`config.mk`:
```
export PLATFORM = sky130hd
export DESIGN_NAME = mod_updown_counter_flat
export DESIGN_NICKNAME = d
export VERILOG_FILES = /design/src/rtl/mod_updown_counter_if.sv /design/src/rtl/mod_updown_counter.sv /design/src/flat_wrapper.sv
export SDC_FILE = /design/constraint.sdc
export NUM_CORES = 1
export LEC_CHECK = 0
export ABC_AREA = 1
export CAP_MARGIN = 30
export CORE_UTILIZATION = 29
export CTS_BUF_LIST = sky130_fd_sc_hd__clkbuf_16
export DETAILED_ROUTE_END_ITERATION = 6
export PLACE_DENSITY = 0.54
export SLEW_MARGIN = 10
export SYNTH_ARGS = -nofsm -noshare
export SYNTH_HDL_FRONTEND = slang
export SYNTH_SLANG_ARGS = --single-unit
```
`constraint.sdc`:
```
create_clock -name i_clk -period 1.8 [get_ports i_clk]
set_input_delay 0.54 -clock i_clk [delete_from_list [all_inputs] [get_ports i_clk]]
set_output_delay 0.54 -clock i_clk [all_outputs]
set_load 0.01 [all_outputs]
```
`src/rtl/mod_updown_counter_if.sv`:
```
// Bus bundle for mod_updown_counter: control strobes in, count and status flags out.
// WIDTH must match the counter instance it connects to.
interface mod_updown_counter_if #(
  parameter int WIDTH = 8
);
  logic             i_enable;
  logic             i_up;
  logic             i_load;
  logic [WIDTH-1:0] i_load_value;
  logic [WIDTH-1:0] o_counter_value;
  logic             o_terminal_count;
  logic             o_wrapped;
  logic             o_overflow;

  modport master (
    output i_enable, i_up, i_load, i_load_value,
    input  o_counter_value, o_terminal_count, o_wrapped, o_overflow
  );

  modport slave (
    input  i_enable, i_up, i_load, i_load_value,
    output o_counter_value, o_terminal_count, o_wrapped, o_overflow
  );
endinterface

```
`src/rtl/mod_updown_counter.sv`:
```
// Up/down modulo-(MAX_COUNT+1) counter with parallel load, wrap pulse, sticky overflow and cascade output.
// Define COUNTER_SATURATE_EN to hold at the boundaries instead of wrapping.
module mod_updown_counter #(
  parameter int WIDTH     = 8,
  parameter int MAX_COUNT = 2**WIDTH - 1
) (
  input  logic                 i_clk,
  input  logic                 i_rst,
  mod_updown_counter_if.slave  bus
);

  localparam logic [WIDTH-1:0] LP_MAX  = WIDTH'(MAX_COUNT);
  localparam logic [WIDTH-1:0] LP_ZERO = {WIDTH{1'b0}};
  localparam logic [WIDTH-1:0] LP_ONE  = {{(WIDTH-1){1'b0}}, 1'b1};

  // Loads beyond the modulus are clamped so the register never leaves 0..MAX_COUNT.
  function automatic logic [WIDTH-1:0] clamp_load(input logic [WIDTH-1:0] value);
    logic [WIDTH-1:0] result;
    if (value > LP_MAX) begin
      result = LP_MAX;
    end else begin
      result = value;
    end
    return result;
  endfunction

  logic [WIDTH-1:0] r_count;
  logic             r_wrapped;
  logic             r_overflow;

  logic [WIDTH-1:0] w_step_count;
  logic             w_step_wrap;
  logic             w_step_block;
  logic             w_at_max;
  logic             w_at_zero;

  assign w_at_max  = (r_count == LP_MAX);
  assign w_at_zero = (r_count == LP_ZERO);

  // Next value for an enabled step, plus whether that step wrapped or was blocked.
  always_comb begin
    w_step_count = r_count;
    w_step_wrap  = 1'b0;
    w_step_block = 1'b0;
    if (bus.i_up) begin
      if (r_count < LP_MAX) begin
        w_step_count = r_count + LP_ONE;
      end else begin
`ifdef COUNTER_SATURATE_EN
        w_step_count = LP_MAX;
        w_step_block = 1'b1;
`else
        w_step_count = LP_ZERO;
        w_step_wrap  = 1'b1;
`endif
      end
    end else begin
      if (w_at_zero) begin
`ifdef COUNTER_SATURATE_EN
        w_step_count = LP_ZERO;
        w_step_block = 1'b1;
`else
        w_step_count = LP_MAX;
        w_step_wrap  = 1'b1;
`endif
      end else if (r_count > LP_MAX) begin
        // Corrupted value: land on the boundary rather than step through illegal codes.
        w_step_count = LP_MAX;
      end else begin
        w_step_count = r_count - LP_ONE;
      end
    end
  end

  // Count, wrap pulse and sticky overflow; priority reset > load > enable > hold.
  always_ff @(posedge i_clk) begin
    if (i_rst) begin
      r_count    <= LP_ZERO;
      r_wrapped  <= 1'b0;
      r_overflow <= 1'b0;
    end else if (bus.i_load) begin
      r_count    <= clamp_load(bus.i_load_value);
      r_wrapped  <= 1'b0;
      r_overflow <= 1'b0;
    end else if (bus.i_enable) begin
      r_count    <= w_step_count;
      r_wrapped  <= w_step_wrap;
      r_overflow <= r_overflow | w_step_wrap | w_step_block;
    end else begin
      r_count    <= r_count;
      r_wrapped  <= 1'b0;
      r_overflow <= r_overflow;
    end
  end

  // Terminal count stays combinational so it can enable the next stage on the same edge.
  assign bus.o_terminal_count = bus.i_enable & ((bus.i_up & w_at_max) | (~bus.i_up & w_at_zero));
  assign bus.o_counter_value  = r_count;
  assign bus.o_wrapped        = r_wrapped;
  assign bus.o_overflow       = r_overflow;

endmodule

```
`src/flat_wrapper.sv`:
```
// flat-port wrapper written by rule: the top's interface ports become plain ports
module mod_updown_counter_flat 
#(
  parameter int WIDTH     = 8,
  parameter int MAX_COUNT = 2**WIDTH - 1
)
  (i_clk, i_rst, bus_i_enable, bus_i_up, bus_i_load, bus_i_load_value, bus_o_counter_value, bus_o_terminal_count, bus_o_wrapped, bus_o_overflow);
  mod_updown_counter_if #(.WIDTH(WIDTH)) bus_i ();
  input  logic i_clk;
  input  logic i_rst;
  input wire logic [$bits(bus_i.i_enable)-1:0] bus_i_enable;
  input wire logic [$bits(bus_i.i_up)-1:0] bus_i_up;
  input wire logic [$bits(bus_i.i_load)-1:0] bus_i_load;
  input wire logic [$bits(bus_i.i_load_value)-1:0] bus_i_load_value;
  output wire logic [$bits(bus_i.o_counter_value)-1:0] bus_o_counter_value;
  output wire logic [$bits(bus_i.o_terminal_count)-1:0] bus_o_terminal_count;
  output wire logic [$bits(bus_i.o_wrapped)-1:0] bus_o_wrapped;
  output wire logic [$bits(bus_i.o_overflow)-1:0] bus_o_overflow;
  assign bus_i.i_enable = bus_i_enable;
  assign bus_i.i_up = bus_i_up;
  assign bus_i.i_load = bus_i_load;
  assign bus_i.i_load_value = bus_i_load_value;
  assign bus_o_counter_value = bus_i.o_counter_value;
  assign bus_o_terminal_count = bus_i.o_terminal_count;
  assign bus_o_wrapped = bus_i.o_wrapped;
  assign bus_o_overflow = bus_i.o_overflow;
  mod_updown_counter #(.WIDTH(WIDTH), .MAX_COUNT(MAX_COUNT)) u_core (.i_clk(i_clk), .i_rst(i_rst), .bus(bus_i));
endmodule
```
==> qor.csv <==
stage,metric,value,unit
timing,setup_tns,-83.8,ps
place,dp_slack,-619,ps
finish,multiInputGateArea,643,um2
setup_path,path_buf_inv,4,
place,gp_congestion,0.876,
grt,grt_antenna_before_repair,0,
timing,maxSlewViolCount,0,
place,dp_hpwl,2.29,mm
logic_synthesis,syn_nets,152,
setup_path,crit_cells,9,
outcome,status,"complete, but fails checks",
clock_network,cts_inserted_buffers,3,
finish,drive_above_1_share,42.3,%
logic_synthesis,ys_ff_latch,10,
pwr,peakVddDrop,0.474,mV
detailed_routing,routedWlPerCell,12.4,um
logic_synthesis,synth_edf_count,0,
detailed_routing,drt_iter0_markers,16,
setup_path,worstPathArrival,1340,ps
setup_path,path_common_cell,nand2_2,
setup_path,rrSetupSlack,180,ps
worst_hold_path,min_path_type,register to register,
finish,fillers,274,
pwr,combPwrFrac,36.4,%
setup_path,start_kind,register,
pwr,internal_power,0.723,mW
setup_path,path_cells,inv_4 -> ha_4 -> inv_2 -> nor2_4 -> nand2_2 -> nand2_2 -> nand3b_1 -> inv_1 -> buf_6,
setup_path,slowest_stage,dfxtp_4,
timing,finalCriticalPeriod,1880,ps
place,io_buffer_count,23,
clock_network,cts_tree,yes,
logic_synthesis,synth_common_cells,"nand2_1, nand3_1, dfxtp_1, inv_1, inv_2",
setup_path,path_delay_family,flip-flops,
worst_hold_path,whs_path_depth,2,
clock_network,cts_buffer_depth,2,
clock_network,cts.clk_slew.worst_paths,40,ps
floorplanning,core-area,2880,um2
finish,diodes,0,
floorplanning,initial_core_util,31.7,%
floorplanning,die_x,58.1,um
detailed_routing,postRouteAntennaNets,0,
clock_network,cts.sinks,10,
timing,fmax,531,MHz
pwr,sequentialPowerShare,25.0,%
timing,finalSetupViolations,1,
logic_synthesis,synthArstFlopShare,0,%
logic_synthesis,synthTopCellsByArea,"dfxtp_1, nand2_1, nand3_1, a22oi_1, ha_1",
finish,post-route-util,55.5,%
logic_synthesis,synth_cells,136,
setup_path,cp-end-kind,output port,
logic_synthesis,yosysWarnings,0,
timing,fin_worst_skew,0.219,ps
timing,slew_headroom,85.8,%
timing,worst_pin_slew,212,ps
floorplanning,die_area,3370,um2
timing,rsz0062_at_grt,true,
pwr,p_leak,0.782,nW
finish,regArea,214,um2
place,place_inst,227,
pwr,p_sw,0.309,mW
finish,fin_nets,214,
timing,finalCritPeriodShare,105,%
grt,grt_pass1_wl,4.99,mm
timing,setup_ws,-83.8,ps
floorplanning,rows,19,
logic_synthesis,synth_seq_area_share,21.9,%
clock_network,clk_latency,240,ps
timing,holdWs,453,ps
detailed_routing,first_pass_iters,4,
pwr,power.share.clock,38.6,%
logic_synthesis,synth_top_area_share,21.9,%
setup_path,crit_required,1260,ps
logic_synthesis,yosysTopAreaCell,dfxtp_1,
flow_run,maxCapViolations,0,
outcome,failed_checks,negative setup slack,
logic_synthesis,yosysMostFrequentCell,nand2_1,
detailed_routing,wl,2.95,mm
timing,hold_viol,0,
clock_network,cts-root-buf,clkbuf_16,
setup_path,cp_max_fo,4,
detailed_routing,via_count,1091,
finish,final_cells,238,
floorplanning,ios,24,
setup_path,worstSetupPathType,register to output port,
logic_synthesis,synth_area,912,um2
detailed_routing,drcViolationCount,0,
pwr,p_sw_share,30.0,%
finish,area_growth,75.0,%
logic_synthesis,synth_cell_types,31,
pwr,power_density,646,nW/um2
logic_synthesis,syn_area_per_cell,6.71,um2
grt,grt_pass1_vias,1138,
setup_path,slowest_delay,360,ps
clock_network,htree_levels,1,
floorplanning,die_h,58.1,um
detailed_routing,vias_per_cell,4.58,
grt,grt.total_usage,20.0,%
grt,overflow,0,
logic_synthesis,synth_flop_cell,dfxtp_1,
grt,grt_max_degree,9,
setup_path,ff2ff_path_depth,12,
registers in the layout, indices dropped and copies added, names as in the netlist:
register and cells:
u_core.bus.o_overflow 1, u_core.bus.o_wrapped 1, u_core.bus.o_counter_value 8
logic make-up after synthesis:
logic type / share of synthesized area, %
simple gates: 39.1
compound gates: 18.9
buf+inv: 12.1
flops: 21.9
xor+xnor: 3.84
fa+ha+maj: 4.12
final timing paths:
| check | startpoint | endpoint |
|---|---|---|
| worst max-delay path | u_core.bus.o_counter_value[1]$_SDFFE_PP0P_ | bus_o_terminal_count |
| worst min-delay path | u_core.bus.o_overflow$_SDFFE_PP0P_ | u_core.bus.o_overflow$_SDFFE_PP0P_ |
| worst max register to register | u_core.bus.o_counter_value[1]$_SDFFE_PP0P_ | u_core.bus.o_counter_value[2]$_SDFFE_PP0P_ |
| worst min register to register | u_core.bus.o_overflow$_SDFFE_PP0P_ | u_core.bus.o_overflow$_SDFFE_PP0P_ |
power groups by stage:
stage,registers [mW],clock network [mW],logic [mW]
floorplan,0.265,0,0.174
finish,0.258,0.398,0.376
detailed placement,0.258,0,0.344
global route,0.260,0.415,0.410
global placement,0.258,0,0.342
CTS,0.258,0.405,0.377
cell type report:
type                    instances  share of cell area (%)
flip-flops and latches         10                    13.4
repair buffers                 62                    33.7
well taps                      42                    3.29
multi-input cells             102                    40.3
inverters                      19                    4.62
clock buffers                   3                    4.70
metal layers:
layer / GRT usage, % / vias to the layer above / part of all wire, %
met5: 0 / - / 0
met2: 34.0 / 27 / 49
met4: 10.9 / 0 / 2.7
met1: 23.9 / 484 / 45
met3: 3.57 / 8 / 3.7
li1: - / 572 / -
cell usage in the layout, fill, tap and decap left out, types with 5 or more instances in the layout:
master,instances
a22oi_1,5
inv_1,8
buf_4,38
inv_2,10
clkdlybuf4s50_1,14
dlygate4sd2_1,5
nand3_1,11
dfxtp_2,5
nor2_1,6
nand2_1,33
what timing repair did:
item,CTS,global route
hold endpoints to repair,0,0
buffers inserted,9,1
resized for setup,27,5
pin swaps,6,1
hold buffers,0,0
endpoints found under the setup margin,7,7
tightest hold or removal path, delay by kind of cell (launching register included):
| kind | cells | cell delay [ps] |
|---|---|---|
| AO/OA/AOI/OAI | 1 | 40 |
| buffers and inverters | 1 | 60 |
| flip-flops | 1 | 300 |
stage by stage:
| step | total power [mW] | cell area, um2 |
|---|---|---|
| final | 1.03 | 1600 |
| after global routing | 1.09 | 1600 |
| after CTS | 1.04 | 1590 |
| after detailed placement | 0.602 | 1410 |
| after global placement | 0.600 | 1410 |
| after floorplan | 0.440 | 916 |
Power figures use the tool's default switching activity.
